==> config.mk <==
export PLATFORM = sky130hd
export DESIGN_NAME = instruction_decode_stage
export DESIGN_NICKNAME = d
export VERILOG_FILES = /design/src/rtl/decode_pkg.sv /design/src/rtl/imm_gen.sv /design/src/rtl/instruction_decode_stage.sv
export SDC_FILE = /design/constraint.sdc
export NUM_CORES = 1
export LEC_CHECK = 0
export ABC_AREA = 1
export CORE_MARGIN = 2
export CORE_UTILIZATION = 45
export DETAILED_ROUTE_END_ITERATION = 10
export PLACE_DENSITY_LB_ADDON = 0.08
export SYNTH_ARGS = -nofsm -noshare
export SYNTH_HDL_FRONTEND = slang
export SYNTH_SLANG_ARGS = --single-unit
==> constraint.sdc <==
create_clock -name clk -period 4.5 [get_ports clk]
set_clock_uncertainty 0.2 [all_clocks]
set_input_delay 0.9 -clock clk [delete_from_list [all_inputs] [get_ports clk]]
set_output_delay 0.9 -clock clk [all_outputs]
set_load 0.005 [all_outputs]
==> src/rtl/decode_pkg.sv <==
// decode_pkg: RV32 base opcodes and the 3-bit format encoding shared by the decode stage
package decode_pkg;
  localparam logic [6:0] OP_R      = 7'b0110011;
  localparam logic [6:0] OP_IMM    = 7'b0010011;
  localparam logic [6:0] OP_LOAD   = 7'b0000011;
  localparam logic [6:0] OP_JALR   = 7'b1100111;
  localparam logic [6:0] OP_STORE  = 7'b0100011;
  localparam logic [6:0] OP_BRANCH = 7'b1100011;
  localparam logic [6:0] OP_LUI    = 7'b0110111;
  localparam logic [6:0] OP_AUIPC  = 7'b0010111;
  localparam logic [6:0] OP_JAL    = 7'b1101111;
  typedef enum logic [2:0] {
    FMT_R   = 3'd0,
    FMT_I   = 3'd1,
    FMT_S   = 3'd2,
    FMT_B   = 3'd3,
    FMT_U   = 3'd4,
    FMT_J   = 3'd5,
    FMT_ILL = 3'd7
  } fmt_t;
endpackage

==> src/rtl/imm_gen.sv <==
// imm_gen: instruction[31:7] + fmt -> XLEN-wide immediate sign-extended from instruction[31]
module imm_gen import decode_pkg::*; #(
  parameter int XLEN = 32
) (
  input  logic [31:7]     instruction,
  input  fmt_t            fmt,
  output logic [XLEN-1:0] imm
);
  logic [31:0] v;
  always_comb
    v = fmt == FMT_I ? {{20{instruction[31]}}, instruction[31:20]} :
        fmt == FMT_S ? {{20{instruction[31]}}, instruction[31:25], instruction[11:7]} :
        fmt == FMT_B ? {{19{instruction[31]}}, instruction[31], instruction[7], instruction[30:25], instruction[11:8], 1'b0} :
        fmt == FMT_U ? {instruction[31:12], 12'b0} :
        fmt == FMT_J ? {{11{instruction[31]}}, instruction[31], instruction[19:12], instruction[20], instruction[30:21], 1'b0} :
        32'd0;
  assign imm = XLEN'($signed(v));
endmodule

==> src/rtl/instruction_decode_stage.sv <==
// instruction_decode_stage: registered RISC-V decode (fields, fmt, imm, illegal) with valid/ready on both sides and flush
module instruction_decode_stage import decode_pkg::*; #(
  parameter int              XLEN     = 32,
  parameter logic [XLEN-1:0] RESET_PC = '0
) (
  input  logic            clk,
  input  logic            reset,
  input  logic            in_valid,
  output logic            in_ready,
  input  logic [31:0]     instruction,
  input  logic [XLEN-1:0] in_pc,
  input  logic            flush,
  output logic            out_valid,
  input  logic            out_ready,
  output logic [XLEN-1:0] out_pc,
  output logic [6:0]      opcode,
  output logic [4:0]      rd,
  output logic [2:0]      funct3,
  output logic [4:0]      rs1,
  output logic [4:0]      rs2,
  output logic [6:0]      funct7,
  output fmt_t            fmt,
  output logic [XLEN-1:0] imm,
  output logic            illegal
);
  logic [31:0]     instr_q;
  logic [XLEN-1:0] pc_q;
  logic [XLEN-1:0] imm_d;
  logic [6:0]      op;
  fmt_t            fmt_d;
  assign op = instruction[6:0];
  always_comb
    fmt_d = op == OP_R                                         ? FMT_R :
            (op == OP_IMM || op == OP_LOAD || op == OP_JALR)   ? FMT_I :
            op == OP_STORE                                     ? FMT_S :
            op == OP_BRANCH                                    ? FMT_B :
            (op == OP_LUI || op == OP_AUIPC)                   ? FMT_U :
            op == OP_JAL                                       ? FMT_J :
            FMT_ILL;
  imm_gen #(.XLEN(XLEN)) u_imm_gen (
    .instruction(instruction[31:7]),
    .fmt        (fmt_d),
    .imm        (imm_d)
  );
  assign in_ready = !out_valid || out_ready;
  always_ff @(posedge clk or posedge reset)
    if (reset) begin
      out_valid <= 1'b0;
      instr_q   <= '0;
      pc_q      <= RESET_PC;
      fmt       <= FMT_R;
      imm       <= '0;
      illegal   <= 1'b0;
    end else if (flush) begin
      out_valid <= 1'b0;
    end else if (in_valid && in_ready) begin
      out_valid <= 1'b1;
      instr_q   <= instruction;
      pc_q      <= in_pc;
      fmt       <= fmt_d;
      imm       <= imm_d;
      illegal   <= fmt_d == FMT_ILL || instruction[1:0] != 2'b11;
    end else if (out_ready) begin
      out_valid <= 1'b0;
    end
  assign {funct7, rs2, rs1, funct3, rd, opcode} = instr_q;
  assign out_pc = out_valid ? pc_q : RESET_PC;
endmodule

==> results.yml <==
synthesis:
  syn_area_mm2: 0.00480
  yosysSeqAreaShare: 0.526
  yosys.area.top_type: "dfrtp_1"
  avgSynthCellArea_um2: 7.40
  synth_top_area_frac: 0.526
  ys_ff_latch: 101
  netlist_top_cells_area: "dfrtp_1, nand2_1, nand3_1, inv_1, a21oi_1"
  syn-num-nets: 718
  synth_cells: 649
  synth_cell_types: 19
  ys_warn_count: 0
sta:
  hold_violations: 0
  period_share: 0.734
  fmax_ghz: 0.303
  setup_tns_ns: 0
  max-slew-margin-rel: 0.277
  setup_violations: 0
  grt_setup_unrepaired: "false"
  final-max-slew-violation-count: 0
  finalWorstPathRequiredPeriod_ns: 3.30
  worstMarginPinSlew_ns: 1.08
floorplanning:
  dieArea_mm2: 0.0115
  row_count: 37
  core_region_area_mm2: 0.0103
  dieHeight_um: 107
  io_pins: 171
  start_util: 0.465
  dieWidth_um: 107
layout:
  area_growth_pct: 39.7
  drive_gt1_frac: 0.0446
  fin_nets: 872
  fillers: 906
  fin_cells: 944
  n_antenna_cell: 0
outcome:
  status: "complete, no violations"
pwr:
  internal-power_w: 0.00156
  p_switching_w: 0.000599
  power_frac_clock: 0.266
  p_comb_frac: 0.229
  p_sw_frac: 0.277
  total_power_w: 0.00216
  pwr-share-seq: 0.505
  power.leakage_nw: 3.57
  peakVddDrop_v: 0.000177
  p_per_area_mw_per_mm2: 322
detailed_routing:
  viasPerCell: 4.84
  dr_total_vias: 4565
  ant_nets: 0
  drc: 0
  routed_wl_mm: 13.2
  first_iter_violations: 350
  avgRoutedWirePerCell_um: 14.0
  dr.pass1.iters: 7
critical_path:
  rrSetupSlack_ns: 1.64
  critPathKind: "reg2out"
  crit_fanout: 34
  cp.required_ns: 3.40
  critPathArrivalTime_ns: 2.20
  ff2ff_path_depth: 9
  cp-end-kind: "primary output"
  r2r_start: "out_valid"
  r2r_end: "imm[27]"
  critPathLaunchType: "flip-flop"
cts:
  clock-sinks: 101
  ctsRootBufferMaster: "clkbuf_8"
  ctsHoldBuffers: 0
  clk_pin_slew_ns: 0.09
  cts_setup_buffers: 0
  h-tree-depth: 3
  cts_tree: "built"
  clk_latency_ns: 0.36
  cts-resized-gates: 0
  cts_made_buffers: 9
  clock_path_buffers: 2
global_route:
  antenna_found_initial: 0
  grt_pass1_wl_mm: 21.0
  grt_pass1_vias: 4188
  grt_usage: 0.232
  grt_start_max_net_pins: 91
  overflow: 0
worst_hold_path:
  hold_depth: 2
  hp-class: "reg2reg"
  hold_start: "instr_q[23]"
  hold_path_end: "instr_q[23]"
place:
  dpl.cell_count: 928
  hpwlAfterDp_mm: 9.36
  gp_congestion: 0.858
  portBuffers: 170
flow_run:
  maxCapViolations: 0
-- power groups by stage --
stage | Sequential (W) | Combinational (W) | Clock (W)
4_1_cts | 0.00109 | 0.000503 | 0.000588
5_1_grt | 0.00111 | 0.000550 | 0.000625
3_5_place_dp | 0.00111 | 0.000501 | 0
2_1_floorplan | 0.00110 | 0.000191 | 0
3_3_place_gp | 0.00111 | 0.000491 | 0
6_report | 0.00109 | 0.000496 | 0.000575
-- kinds of logic after synthesis --
family / share of synthesized area
AOI/OAI and AO/OA: 0.0292
buffers and inverters: 0.0953
DFF: 0.526
and+or+nand+nor: 0.349
-- final cells by class --
cell class / count / area, um^2 / area share
clock buffer: 11 / 131 / 0.0196
tap: 136 / 170 / 0.0253
sequential: 101 / 2530 / 0.377
inverter: 70 / 267 / 0.0397
timing repair buffer: 175 / 1740 / 0.259
multi-input combinational: 446 / 1820 / 0.271
clock inverter: 5 / 58.8 / 0.00876
-- routing by layer --
metal / vias to the layer above / routed length (um) / global-route usage
met2: 163 / 6340 / 0.367
li1: 2256 / - / -
met3: 9 / 868 / 0.0375
met5: - / 0 / 0
met4: 0 / 129 / 0.0714
met1: 2137 / 5870 / 0.329
-- sequential cells by signal, summed over array words and instances (netlist names) --
register   count
pc_q          32
out_valid      1
instr_q       32
illegal        1
imm           32
fmt            3
-- cell usage after synthesis --
cell type  count
clkbuf_1       4
or2_2          9
nor2_2         1
inv_1         66
dfrtp_1      101
nand3_1       51
a21oi_1       18
o211ai_1       1
nand2_2        1
nand2_1      334
buf_6          2
buf_2         15
inv_2          4
buf_4         11
o21ai_1        7
o31ai_1        1
nor3_4         1
nor3_1         2
nor2_1        20
-- worst max-delay path: stages, from the launching register on --
cell,delay [ns]
dfrtp_1,1.07
inv_2,0.05
nor2_2,0.19
inv_1,0.08
clkdlybuf4s50_1,0.44
-- worst max-delay path by stage --
stage | from | end | cells past startpoint
3_5_place_dp | instruction[1] | illegal | 8
6_report | out_valid | in_ready | 4
5_1_grt | out_valid | out_pc[0] | 3
4_1_cts | out_valid | in_ready | 4
2_1_floorplan | reset | fmt[0] | 1
3_3_place_gp | in_valid | imm[27] | 9
-- cells in the final DEF, fill, tap and decap left out --
cell             netlist  layout
inv_1                 66      65
nor2_1                20      20
bufinv_16              0       1
nand2_1              334     334
clkinvlp_4             0       2
inv_2                  4       3
nor2_2                 1       1
inv_6                  0       1
nor3_4                 1       1
nor3_1                 2       2
o211ai_1               1       1
o31ai_1                1       1
or2_2                  9       9
dfrtp_1              101     101
clkbuf_8               0       9
nand2_2                1       1
a21oi_1               18      18
inv_4                  0       1
clkinv_2               0       2
clkbuf_1               4       2
nand3_1               51      51
buf_4                 11       5
clkdlybuf4s50_1        0     170
o21ai_1                7       7
-- through the flow --
stage,instance area (um^2),hold slack (ns),utilization,setup slack [ns]
2_1_floorplan,4800,0.242,-,0.753
3_3_place_gp,6520,0.253,0.632,1.20
3_5_place_dp,6520,0.258,0.632,1.10
4_1_cts,6710,0.281,0.650,1.21
5_1_grt,6710,0.294,0.650,1.05
6_report,6710,0.276,0.650,1.20
Power figures use the tool's default switching activity.
